[config.mk]
export PLATFORM = sky130hd
export DESIGN_NAME = iter_muldiv_alu
export DESIGN_NICKNAME = d
export VERILOG_FILES = /design/src/rtl/iter_muldiv_alu.sv
export SDC_FILE = /design/constraint.sdc
export NUM_CORES = 1
export LEC_CHECK = 0
export CAP_MARGIN = 40
export CORE_ASPECT_RATIO = 0.6
export CORE_MARGIN = 5
export CORE_UTILIZATION = 40
export CTS_BUF_LIST = sky130_fd_sc_hd__clkbuf_8
export CTS_CLUSTER_SIZE = 25
export DETAILED_ROUTE_END_ITERATION = 8
export HOLD_SLACK_MARGIN = 0.1
export MAX_ROUTING_LAYER = met4
export PLACE_DENSITY_LB_ADDON = 0.25
export SLEW_MARGIN = 20
export SYNTH_ARGS = -nofsm -noshare
export SYNTH_HDL_FRONTEND = slang
export SYNTH_SLANG_ARGS = --single-unit
[constraint.sdc]
create_clock -name clk -period 9.9 [get_ports clk]
set_input_delay 0.99 -clock clk [delete_from_list [all_inputs] [get_ports clk]]
set_output_delay 0.99 -clock clk [all_outputs]
set_load 0.005 [all_outputs]
[src/rtl/iter_muldiv_alu.sv]
// Multi-cycle RV32M multiply/divide unit with a radix-2 shift-add / restoring-divide datapath.
// Issue and result sides use valid/ready handshakes; kill flushes any in-flight op.
module iter_muldiv_alu #(
  parameter int unsigned WIDTH     = 32,
  parameter int unsigned FAST_ZERO = 1
) (
  input  logic             clk,
  input  logic             rst_n,
  input  logic             in_valid,
  output logic             in_ready,
  input  logic [2:0]       in_op,
  input  logic [WIDTH-1:0] in_a,
  input  logic [WIDTH-1:0] in_b,
  input  logic             kill,
  output logic             out_valid,
  input  logic             out_ready,
  output logic [WIDTH-1:0] out_data,
  output logic             busy
);

  localparam int unsigned      CntW    = $clog2(WIDTH);
  localparam logic [WIDTH-1:0] MinInt  = {1'b1, {(WIDTH-1){1'b0}}};
  localparam logic [WIDTH-1:0] AllOnes = {WIDTH{1'b1}};

  typedef enum logic [1:0] {StIdle, StCalc, StDone} state_e;

  state_e state_q, state_d;

  logic [2:0]       op_q;
  logic             neg_q;
  logic [WIDTH-1:0] b_q;    // multiplicand or divisor magnitude
  logic [WIDTH-1:0] hi_q;   // partial product high half or partial remainder
  logic [WIDTH-1:0] lo_q;   // multiplier / dividend, shifting out as the result shifts in
  logic [WIDTH-1:0] res_q;
  logic [CntW-1:0]  cnt_q;

  logic             accept;
  logic             is_div, a_signed, b_signed, a_neg, b_neg;
  logic [WIDTH-1:0] a_mag, b_mag;
  logic             special;
  logic [WIDTH-1:0] special_res;

  always_comb begin
    is_div   = in_op[2];
    a_signed = (in_op == 3'd1) || (in_op == 3'd2) || (in_op == 3'd4) || (in_op == 3'd6);
    b_signed = (in_op == 3'd1) || (in_op == 3'd4) || (in_op == 3'd6);
    a_neg    = a_signed & in_a[WIDTH-1];
    b_neg    = b_signed & in_b[WIDTH-1];
    a_mag    = a_neg ? -in_a : in_a;
    b_mag    = b_neg ? -in_b : in_b;
    special     = 1'b0;
    special_res = '0;
    if (is_div) begin
      if (in_b == '0) begin
        special     = 1'b1;
        special_res = in_op[1] ? in_a : AllOnes;
      end else if (!in_op[0] && (in_a == MinInt) && (in_b == AllOnes)) begin
        special     = 1'b1;
        special_res = in_op[1] ? '0 : MinInt;
      end
    end else if ((FAST_ZERO != 0) && ((in_a == '0) || (in_b == '0))) begin
      special = 1'b1;
    end
  end

  assign accept = in_valid & (state_q == StIdle) & ~kill;

  logic [WIDTH:0]     mul_sum, shifted;
  logic [WIDTH-1:0]   addend, sub, hi_n, lo_n, quo_fix, rem_fix, res_n;
  logic [2*WIDTH-1:0] prod, prod_fix;
  logic               fits;

  always_comb begin
    addend  = lo_q[0] ? b_q : '0;
    mul_sum = {1'b0, hi_q} + {1'b0, addend};
    shifted = {hi_q, lo_q[WIDTH-1]};
    fits    = shifted >= {1'b0, b_q};
    sub     = shifted[WIDTH-1:0] - b_q;
    if (op_q[2]) begin
      hi_n = fits ? sub : shifted[WIDTH-1:0];
      lo_n = {lo_q[WIDTH-2:0], fits};
    end else begin
      hi_n = mul_sum[WIDTH:1];
      lo_n = {mul_sum[0], lo_q[WIDTH-1:1]};
    end
    // Full product as it stands after this step; only meaningful on the final step.
    prod     = {mul_sum, lo_q[WIDTH-1:1]};
    prod_fix = neg_q ? -prod : prod;
    quo_fix  = neg_q ? -lo_n : lo_n;
    rem_fix  = neg_q ? -hi_n : hi_n;
    if (op_q[2]) begin
      res_n = op_q[1] ? rem_fix : quo_fix;
    end else begin
      res_n = (op_q[1:0] == 2'b00) ? prod_fix[WIDTH-1:0] : prod_fix[2*WIDTH-1:WIDTH];
    end
  end

  always_ff @(posedge clk) begin
    if (!rst_n) begin
      op_q  <= '0;
      neg_q <= 1'b0;
      b_q   <= '0;
      hi_q  <= '0;
      lo_q  <= '0;
      cnt_q <= '0;
      res_q <= '0;
    end else if (accept) begin
      op_q  <= in_op;
      neg_q <= (is_div & in_op[1]) ? a_neg : (a_neg ^ b_neg);
      hi_q  <= '0;
      cnt_q <= CntW'(WIDTH - 1);
      if (is_div) begin
        lo_q <= a_mag;
        b_q  <= b_mag;
      end else begin
        lo_q <= b_mag;
        b_q  <= a_mag;
      end
      if (special) begin
        res_q <= special_res;
      end
    end else if (state_q == StCalc) begin
      hi_q  <= hi_n;
      lo_q  <= lo_n;
      cnt_q <= cnt_q - CntW'(1);
      if (cnt_q == '0) begin
        res_q <= res_n;
      end
    end
  end

  always_ff @(posedge clk) begin
    if (!rst_n) begin
      state_q <= StIdle;
    end else begin
      state_q <= state_d;
    end
  end

  always_comb begin
    state_d = state_q;
    case (state_q)
      StIdle: begin
        if (accept) begin
          state_d = special ? StDone : StCalc;
        end
      end
      StCalc: begin
        if (kill) begin
          state_d = StIdle;
        end else if (cnt_q == '0) begin
          state_d = StDone;
        end
      end
      StDone: begin
        if (kill || out_ready) begin
          state_d = StIdle;
        end
      end
      default: state_d = StIdle;
    endcase
  end

  always_comb begin
    in_ready  = (state_q == StIdle);
    out_valid = (state_q == StDone);
    busy      = (state_q != StIdle);
    out_data  = res_q;
  end

endmodule
---- After elaboration in Yosys (flattened, before gate mapping) ----
Index checks and enable logic that the tools add are counted.
operators by class
  mux-type cells .......................... 38
  order comparisons ....................... 1
  bitwise operators ....................... 8
  reductions and logical operators ........ 21
  $add $sub $neg .......................... 8
  eq/ne operators ......................... 12
operator list
  operator                                          count
  2-to-1 mux 32 bit                                 24
  negation 32 bit                                   4
  == test 32 bit, second input constant             2
  logical NOT 32 bit                                2
  2-to-1 mux 64 bit                                 1
  negation 64 bit                                   1
  adder 32 x 32 -> 33 bit                           1
  greater-or-equal comparator 33 x 32 -> 1 bit      1
  subtractor 32 bit                                 1
  2-to-1 mux 2 bit                                  5
  2-to-1 mux 5 bit                                  2
  logical OR 1 bit                                  7
  == test 3 bit, second input constant              2
  != test 2 x 1 -> 1 bit, second input constant     3
  case mux 2 bit (3 select lines)                   1
  AND reduction 3 bit                               2
  nonzero test 2 bit                                3
  bitwise AND 1 bit                                 5
  logical NOT 5 bit                                 1
  2-to-1 mux 1 bit                                  5
  subtractor 5 x 1 -> 5 bit, second input constant  1
  logical NOT 2 bit                                 2
  == test 3 x 1 -> 1 bit, second input constant     1
  == test 3 x 2 -> 1 bit, second input constant     1
  8 further kinds                                   10
word-level totals
  input bits .............................. 72
  flip-flop bits (word level) ............. 139
  logic and storage cells ................. 96
  output and inout port bits .............. 35

---- Logic depth before layout (Yosys ltp) ----
Gate-level depths: netlist of run 1.
  depth in word-level cells ............... 10
  gate-level depth with buffers ........... 23
  gate-level depth less buffers ........... 19

---- Worst setup path after synthesis of run 1 ----
OpenSTA, ideal clock, no wires.
  path kind ............................... register -> register
  start point ............................. register lo_q[31]
  end point ............................... register res_q[28] (netlist: out_data[28])
  setup time .............................. 0.117 ns
  period minus slack after synthesis ...... 5.131 ns
  data arrival time ....................... 5.013 ns
  data required time ...................... 9.783 ns
  slack ................................... 4.769 ns
  cell stages (with the launch flop) ...... 22
  path buffers ............................ 5
  cells stage by stage .................... dfxtp_1 clkbuf_1 inv_1 ha_1 nor2b_1 o2111ai_1 a21oi_2 a211oi_4 o21ai_4 clkbuf_1 buf_2 buf_1 a21oi_1 a21oi_1 ha_1 inv_1 a211o_1 nand4bb_1 buf_2 or3_4 or4b_1 a32o_1
between the ends
  word-level cells in the longest chain between the ends .. 10
  elaborated cells between the ends (all ways) .. 17
  those cells by class .................... add/sub: 4; order compare: 1; mux: 12
ends and longest elaborated chain
  item                                                                               line    text
  from (decl)                                                                        33      logic [WIDTH-1:0] lo_q;
  from (signal assigned)                                                             113     lo_q <= a_mag;
  from (signal assigned)                                                             116     lo_q <= b_mag;
  from (signal assigned)                                                             124     lo_q <= lo_n;
  subtractor 32 bit or greater-or-equal comparator 33 x 32 -> 1 bit (tied branches)  78, 77
  2-to-1 mux 32 bit                                                                  80      hi_n = fits ? sub : shifted[WIDTH-1:0];
  2-to-1 mux 32 bit                                                                  79      if (op_q[2]) begin
  negation 32 bit                                                                    90      rem_fix = neg_q ? -hi_n : hi_n;
  2-to-1 mux 32 bit                                                                  90
  2-to-1 mux 32 bit                                                                  92      res_n = op_q[1] ? rem_fix : quo_fix;
  2-to-1 mux 32 bit (*)                                                              91      if (op_q[2]) begin
  2-to-1 mux 32 bit (*)                                                              126     if (cnt_q == '0) begin
  2-to-1 mux 32 bit (*)                                                              122     end else if (state_q == StCalc) begin
  2-to-1 mux 32 bit (*)                                                              107     end else if (accept) begin
  to (signal assigned)                                                               120     res_q <= special_res;
  to (signal assigned)                                                               127     res_q <= res_n;
  to (decl)                                                                          34      logic [WIDTH-1:0] res_q;
Every way passes the cells marked *; elsewhere a longest branch is shown, timed or not. The select of a mux whose other input is x is not followed.
A chain may end at the register's enable or synchronous reset.

---- Worst setup path in the final report of run 1 ----
  start point ............................. register b_q[31]
  end point ............................... register res_q[28] (netlist: out_data[28])
between the ends
  word-level cells in the longest chain between the ends .. 10
  elaborated cells between the ends (all ways) .. 13
  those cells by class .................... add/sub: 2; order compare: 1; mux: 10
ends and longest elaborated chain
  item                                              line  text
  from (decl)                                       31    logic [WIDTH-1:0] b_q;
  from (signal assigned)                            114   b_q <= b_mag;
  from (signal assigned)                            117   b_q <= a_mag;
  greater-or-equal comparator 33 x 32 -> 1 bit (*)  77    fits = shifted >= {1'b0, b_q};
  2-to-1 mux 32 bit                                 80
  2-to-1 mux 32 bit                                 79
  negation 32 bit                                   90
  2-to-1 mux 32 bit                                 90
  2-to-1 mux 32 bit (*)                             92
  2-to-1 mux 32 bit (*)                             91
  2-to-1 mux 32 bit (*)                             126
  2-to-1 mux 32 bit (*)                             122
  2-to-1 mux 32 bit (*)                             107
Marked as above.

==> metrics.yaml, run 1 <==
worstPathMaxFanout: 32
clk_pin_slew_ns: 0.10
ctsRootBufferMaster: "clkbuf_8"
rows: 60
drtPass1Iterations: 6
maxCapViolCount: 0
yosysWarnings: 0
via_per_inst: 6.57
ir_worst_vdd_uv: 77.4
hold_buffers: 0
start_kind: "flip-flop"
slew_headroom_pct: 35.2
instances_no_fill: 3171
worstPathRequired_ns: 10.30
dr_total_vias: 20800
synth_edf_count: 0
syn_nets: 2756
synth_ff_type: "dfxtp_1"
cpMaxStageDelayCell: "a22oi_1"
hold_violations: 0
clk_path_buf_depth: 2
antenna_found_initial: 0
track_usage_pct: 31.0
post-cts-setup-buffer-count: 0
path_class: "reg2reg"
timing.final.max_slew_violations: 0
drcViolationCount: 0
ys_async_sr_fraction_pct: 0
synthCells: 2610
hpwl_um: 60200
area_growth_pct: 10.1
rsz0062_at_grt: "false"
num_antenna_cells: 0
path_cells: "inv_1 -> ha_1 -> nand4b_1 -> nor2_1 -> a22oi_1 -> o211a_1 -> o21ai_4 -> buf_4 -> nor2_1 -> a21oi_1 -> a21oi_1 -> ha_1 -> inv_1 -> a211o_1 -> nand4bb_1 -> or3_4 -> or4b_1 -> a32o_1"
fillers: 4697
routed_wirelength_um: 78200
critical_path.max_stage_delay_ns: 0.62
tightest_slew_ns: 0.959
cts_made_buffers: 17
die_w_um: 283
dieArea_mm2: 0.0493
numClockSinks: 139
die_h_um: 174
cts_resized: 0
status: "finished, final reports clean"
leakagePower_nw: 7.28
insertion_delay_ns: 0.51
ys_ff_latch: 139
p_per_area_mw_per_mm2: 120
ioPinCount: 107
postRouteAntennaNets: 0
final_util_pct: 44.3
numPortBuffers: 106
gr-total-overflow: 0
cp.arrival_ns: 6.57
dp.cells: 3133
drt_iter0_markers: 2859
start_util_pct: 40.2
setup_viol: 0
finalClockSkew_ns: 0.0185
cts_tree: "done"
cts.htree.levels: 4
synth_cell_types: 104
final_nets: 2715
core_mm2: 0.0446
drive_gt1_share_pct: 6.04
wl_per_cell_um: 24.7
grt_max_degree: 73
fin_crit_sh_pct: 62.3
place.gp.congestion: 0.995
grt_pass1_wl_um: 117000
holdCritPathClass: "reg2reg"
max_freq_mhz: 162
period_minus_slack_ns: 6.17
finalSetupTns_ns: 0
post_synth.cell_area_avg_um2: 6.87
syn-cell-area_mm2: 0.0179
ys_seq_area_share_pct: 15.5
grt_pass1_vias: 18700
setup.worst_path.end_class: "flip-flop"
state kept, by name, indices dropped and copies added, names as in the netlist:
signal and cells:
b_q 32, cnt_q 5, hi_q 32, lo_q 32, neg_q 1, op_q 3
out_data 32, state_q 2
Yosys cell counts (9+ instances only):
cell / instances / area [µm²]
o31ai_1: 37 / 278
and2_1: 54 / 338
nor3b_1: 9 / 67.6
buf_2: 21 / 105
nor4_1: 35 / 219
nand2b_1: 13 / 81.3
nor2b_1: 17 / 106
or2_2: 14 / 87.6
nor2_1: 234 / 878
xnor2_1: 79 / 692
nand3_1: 44 / 220
o211ai_1: 106 / 796
o211a_1: 11 / 110
a21boi_0: 54 / 405
and3_1: 24 / 150
mux2i_1: 51 / 510
buf_1: 25 / 93.8
nor3_1: 77 / 385
a221oi_1: 10 / 87.6
a211o_1: 11 / 96.3
nand4_1: 40 / 250
dfxtp_1: 139 / 2780
clkbuf_1: 155 / 582
a211oi_1: 49 / 368
o21a_1: 27 / 203
xor2_1: 83 / 727
a21o_1: 34 / 255
a31oi_1: 46 / 288
o21ai_0: 158 / 791
or3_1: 50 / 313
a311oi_1: 10 / 87.6
o41ai_1: 11 / 96.3
inv_1: 69 / 259
or4_1: 15 / 113
ha_1: 72 / 901
nand2_1: 336 / 1260
a21oi_1: 186 / 931
mux2_2: 17 / 191
per-layer routing:
| layer | up-vias | wire, µm | part of all wire, % | track usage [%] |
|---|---|---|---|---|
| met2 | 1148 | 31600 | 40 | 42.9 |
| li1 | 9569 | - | - | - |
| met3 | 111 | 8010 | 10 | 5.99 |
| met5 | - | 0 | 0 | - |
| met4 | 0 | 2100 | 2.7 | 7.82 |
| met1 | 9995 | 36400 | 47 | 45.7 |
worst max-delay path: cells and delay by family (launching register included):
| family | cells | cell delay [ns] |
|---|---|---|
| fa+ha+maj | 2 | 0.65 |
| flops | 1 | 0.45 |
| simple gates | 6 | 2.47 |
| compound gates | 7 | 2.03 |
| buf+inv | 3 | 0.44 |
path summary, 6_finish.rpt:
kind	start	to	slack [ns]	cells past startpoint
worst min-delay path	b_q[8]	b_q[8]	0.48	2
worst min register to register	b_q[8]	b_q[8]	0.48	2
worst max-delay path	b_q[31]	out_data[28]	3.73	18
worst max register to register	b_q[31]	out_data[28]	3.73	18
per-stage QoR:
step / setup slack, ns / cell area, µm² / hold slack [ns] / total power, mW
final: 3.73 / 19800 / 0.484 / 2.38
after global routing: 3.59 / 19800 / 0.506 / 2.48
after CTS: 3.94 / 19700 / 0.485 / 2.34
after detailed placement: 3.98 / 19200 / 0.472 / 1.76
after global placement: 3.61 / 19200 / 0.467 / 1.74
after floorplan: 4.77 / 17900 / 0.449 / 1.40
cell families (layout without fill, tap and decap cells):
kind of cell | Yosys count | after routing | synth area share (%)
muxes | 73 | 73 | 4.48
DFF | 139 | 139 | 15.5
AOI/OAI and AO/OA | 883 | 883 | 33.7
and+or+nand+nor | 1002 | 1002 | 27.1
xor gates and xnor gates | 162 | 162 | 7.91
adders and majority gates | 74 | 74 | 5.25
buffers and inverters | 277 | 249 | 6.09
cells in the final DEF, fill, tap and decap left out, types with 46 or more instances in the layout:
cell,count
clkdlybuf4s50_1,104
dfxtp_1,136
nor2_1,233
a31oi_1,46
nand2_1,335
inv_1,71
xor2_1,83
o21ai_0,157
nor3_1,77
and2_1,53
a21oi_1,186
o211ai_1,106
ha_1,72
or3_1,50
mux2i_1,51
xnor2_1,79
a211oi_1,48
a21boi_0,54
layout make-up:
cell class / instances / area (µm²) / share of cell area, %
Tap cell: 589 / 737 / 3.73
Sequential cell: 139 / 2790 / 14.1
Clock inverter: 13 / 200 / 1.01
Inverter: 72 / 270 / 1.37
Timing Repair Buffer: 145 / 1380 / 6.98
Multi-Input combinational cell: 2194 / 14100 / 71.5
Clock buffer: 19 / 262 / 1.32
power breakdown:
part           switching (mW)  leakage [nW]  total, mW  internal, mW
registers              0.0770          1.13      0.670         0.593
logic                   0.729          5.91       1.12         0.393
clock network           0.273         0.234      0.585         0.311
total                    1.08          7.28       2.38          1.30
Note: power is estimated with default switching activity, not from simulation.
==> inputs of run 2 (changes only) <==
- clock period: 9.9 -> 6.46 ns (I/O delays scaled with it)
==> metrics.yaml, run 2 (same netlist as run 1, synthesis figures left out) <==
status: "finished, final reports clean"
start_util_pct: 40.2
period_minus_slack_ns: 5.53
ioPinCount: 107
drtPass1Iterations: 6
grt_max_degree: 108
finalClockSkew_ns: 0.0179
numClockSinks: 139
gr-total-overflow: 0
slew_headroom_pct: 39.0
mostFrequentLayoutCell: "nand2_1"
place.gp.congestion: 1.01
worstPathRequired_ns: 6.86
routed_wirelength_um: 78900
grt_pass1_vias: 19100
critical_path.max_stage_delay_ns: 0.67
start_kind: "flip-flop"
hold_buffers: 0
core_mm2: 0.0446
dieArea_mm2: 0.0493
tightest_slew_ns: 0.914
cpMaxStageDelayCell: "nor4_2"
ir_worst_vdd_uv: 134
fin_crit_sh_pct: 85.7
post-cts-setup-buffer-count: 0
fillers: 4660
timing.final.max_slew_violations: 0
via_per_inst: 6.62
track_usage_pct: 31.3
path_class: "reg2reg"
setup.worst_path.end_class: "flip-flop"
max_freq_mhz: 181
postRouteAntennaNets: 0
clk_pin_slew_ns: 0.10
final_cell_mix: "nand2_1 (335), nor2_1 (233), a21oi_1 (186), o21ai_0 (157), dfxtp_1 (137)"
area_growth_pct: 11.0
grt_pass1_wl_um: 118000
wl_per_cell_um: 24.7
final_nets: 2739
hold_violations: 0
hold-worst-slack_ns: 0.482
cts.htree.levels: 4
cts_tree: "done"
finalSetupTns_ns: 0
p_per_area_mw_per_mm2: 180
ctsRootBufferMaster: "clkbuf_8"
die_h_um: 174
holdCritPathClass: "reg2reg"
rows: 60
numPortBuffers: 106
cp.arrival_ns: 5.94
drcViolationCount: 0
final_util_pct: 44.6
leakagePower_nw: 7.36
p_total_mw: 3.59
setup_viol: 0
hpwl_um: 61000
cts_made_buffers: 17
maxCapViolCount: 0
drive_gt1_share_pct: 6.83
r2r_slack_ns: 0.93
rsz0062_at_grt: "false"
drt_iter0_markers: 2902
insertion_delay_ns: 0.51
antenna_found_initial: 1
cts_resized: 0
dr_total_vias: 21200
worstPathMaxFanout: 17
die_w_um: 283
clk_path_buf_depth: 2
path_cells: "ha_1 -> and3_1 -> a32o_2 -> and2_4 -> a211o_1 -> a21oi_4 -> o221ai_1 -> nor4_2 -> nand3b_2 -> or3_1 -> o311a_1 -> a2111oi_2 -> o21ai_1"
[run 2: report_power, final]
| group | internal (mW) | total (mW) | switching (mW) |
|---|---|---|---|
| registers | 0.909 | 1.01 | 0.0999 |
| clock network | 0.350 | 0.798 | 0.448 |
| logic | 0.637 | 1.78 | 1.15 |
[run 2: path summary, 6_finish.rpt]
path	startpoint	endpoint	depth (start not counted)
worst max-delay path	hi_q[7]	out_data[27]	13
worst min-delay path	b_q[30]	b_q[30]	2
worst max register to register	hi_q[7]	out_data[27]	13
worst min register to register	b_q[30]	b_q[30]	2
[run 2: per-layer routing]
layer	wire length [µm]	part of all wire [%]	global-route usage [%]
met1	36500	46	46.6
met2	31400	40	41.9
met3	8700	11	6.38
met4	2250	2.9	9.60
met5	0	0	-
[run 2: layout make-up]
cell class	count	area, µm²	area share, %
diodes	2	5.00	0.0251
clock buffers	17	234	1.18
inverters	72	270	1.36
multi-input cells	2194	14100	70.8
flip-flops and latches	139	2790	14.0
clock inverters	15	164	0.823
repair buffers	169	1600	8.06
well taps	589	737	3.70
[run 2: worst max-delay path, delay by kind of cell (launching register included)]
family          cells  cell delay, ns
simple gates        5            1.84
flops               1            0.48
fa+ha+maj           1            0.42
compound gates      7            2.67
[run 2: per-stage QoR]
| step | cell area [µm²] | setup slack (ns) | std cells |
|---|---|---|---|
| final | 19900 | 0.926 | 3197 |
| after global routing | 19900 | 0.656 | 3196 |
| after CTS | 19800 | 0.997 | 3185 |
| after detailed placement | 19400 | 1.00 | 3153 |
| after global placement | 19300 | 1.09 | 3148 |
| after floorplan | 17900 | 1.33 | 2610 |
==> inputs of run 3 (changes only) <==
- clock period: 6.46 -> 5.35 ns (I/O delays scaled with it)
==> metrics.yaml, run 3 (same netlist as run 1, synthesis figures left out) <==
final_util_pct: 45.7
cp.arrival_ns: 5.78
gr-total-overflow: 0
via_per_inst: 6.58
critical_path.max_stage_delay_ns: 0.58
wl_per_cell_um: 24.6
setup_viol: 1
worst_path_most_repeated_cell: "inv_1"
clk_pin_slew_ns: 0.10
period_minus_slack_ns: 5.37
numClockSinks: 139
finalClockSkew_ns: 0.0129
hold_buffers: 0
die_h_um: 174
place.gp.congestion: 1.06
clk_path_buf_depth: 2
insertion_delay_ns: 0.51
die_w_um: 283
drcViolationCount: 0
dp.cells: 3205
critical_path.top_delay_family: "simple AND/OR/NAND/NOR gates"
drive_gt1_share_pct: 8.95
start_util_pct: 40.2
final_cell_mix: "nand2_1 (335), nor2_1 (233), a21oi_1 (185), o21ai_0 (157), dfxtp_1 (137)"
hold-worst-slack_ns: 0.444
design_area_mm2: 0.0204
leakagePower_nw: 7.65
area_growth_pct: 13.6
place_ws_ns: -0.151
grt_max_degree: 91
drt_iter0_markers: 3162
maxCapViolCount: 0
place_area_mm2: 0.0198
dr_total_vias: 21400
cts_tree: "done"
grt_pass1_vias: 19200
hold_violations: 0
fin_ws_ns: -0.0246
track_usage_pct: 31.7
cpMaxStageDelayCell: "ha_1"
path_cells: "inv_1 -> ha_1 -> nand4_1 -> nor4b_2 -> a21boi_1 -> o211a_1 -> o21ai_4 -> mux2i_1 -> a21oi_1 -> inv_1 -> ha_1 -> inv_1 -> a211o_1 -> nand4bb_1 -> or3_4 -> or4b_1 -> a32o_1"
tightest_slew_ns: 1.04
hpwl_um: 61900
cts.htree.levels: 4
numPortBuffers: 106
path_class: "reg2reg"
worstPathMaxFanout: 8
worstPathRequired_ns: 5.75
dieArea_mm2: 0.0493
holdCritPathClass: "in2reg"
ioPinCount: 107
max_freq_mhz: 186
ir_worst_vdd_uv: 156
rows: 60
antenna_found_initial: 2
p_per_area_mw_per_mm2: 219
start_kind: "flip-flop"
p_total_mw: 4.46
violations: "negative setup slack"
worst-path-buf-inv: 3
routed_wirelength_um: 80100
rsz0062_at_grt: "true"
slew_headroom_pct: 29.6
setup.worst_path.end_class: "flip-flop"
drtPass1Iterations: 8
mostFrequentLayoutCell: "nand2_1"
core_mm2: 0.0446
fin_crit_sh_pct: 100
final_nets: 2792
instances_no_fill: 3251
postRouteAntennaNets: 0
status: "finished with violations"
grt_pass1_wl_um: 120000
ctsRootBufferMaster: "clkbuf_8"
finalSetupTns_ns: -0.0246
timing.final.max_slew_violations: 0
cts_made_buffers: 17
[run 3: changes by cell type in the layout (fill, tap and decap cells not counted), moves of 2 or more]
cell,change
buf_12,+2
buf_4,+58
clkbuf_2,-3
clkbuf_8,+6
clkdlybuf4s15_2,-2
clkinv_2,+2
inv_6,-6
[run 3: layout make-up]
type / instances / area (µm²)
timing repair buffer: 222 / 2010
multi-input combinational: 2194 / 14100
inverter: 72 / 270
sequential: 139 / 2790
antenna: 3 / 7.51
fill: 4589 / 24200
clock buffer: 23 / 317
clock inverter: 9 / 109
tap: 589 / 737
[run 3: layer usage]
layer	up-vias	part of all wire (%)	global-route usage, %
met3	165	13	8.96
met1	10200	44	45.3
met2	1332	40	43.0
li1	9725	-	-
met4	0	3.3	9.34
met5	-	0	-
[run 3: report_power, final]
part / internal, mW / switching, mW
sequential: 1.10 / 0.112
combinational: 0.817 / 1.42
clock: 0.489 / 0.529
total: 2.40 / 2.06
[run 3: repair_timing]
action / CTS / global route
gates resized for setup: 1 / 9
endpoints found under the setup margin: 9 / 15
setup buffers: 0 / 4
pin swaps: 0 / 2
[run 3: path summary, 6_finish.rpt]
path | start | endpoint | slack, ns | depth (start not counted)
hold / removal | rst_n | b_q[28] | 0.44 | 2
setup reg to reg | b_q[24] | out_data[28] | -0.02 | 17
setup / recovery | b_q[24] | out_data[28] | -0.02 | 17
hold reg to reg | b_q[27] | b_q[27] | 0.48 | 2
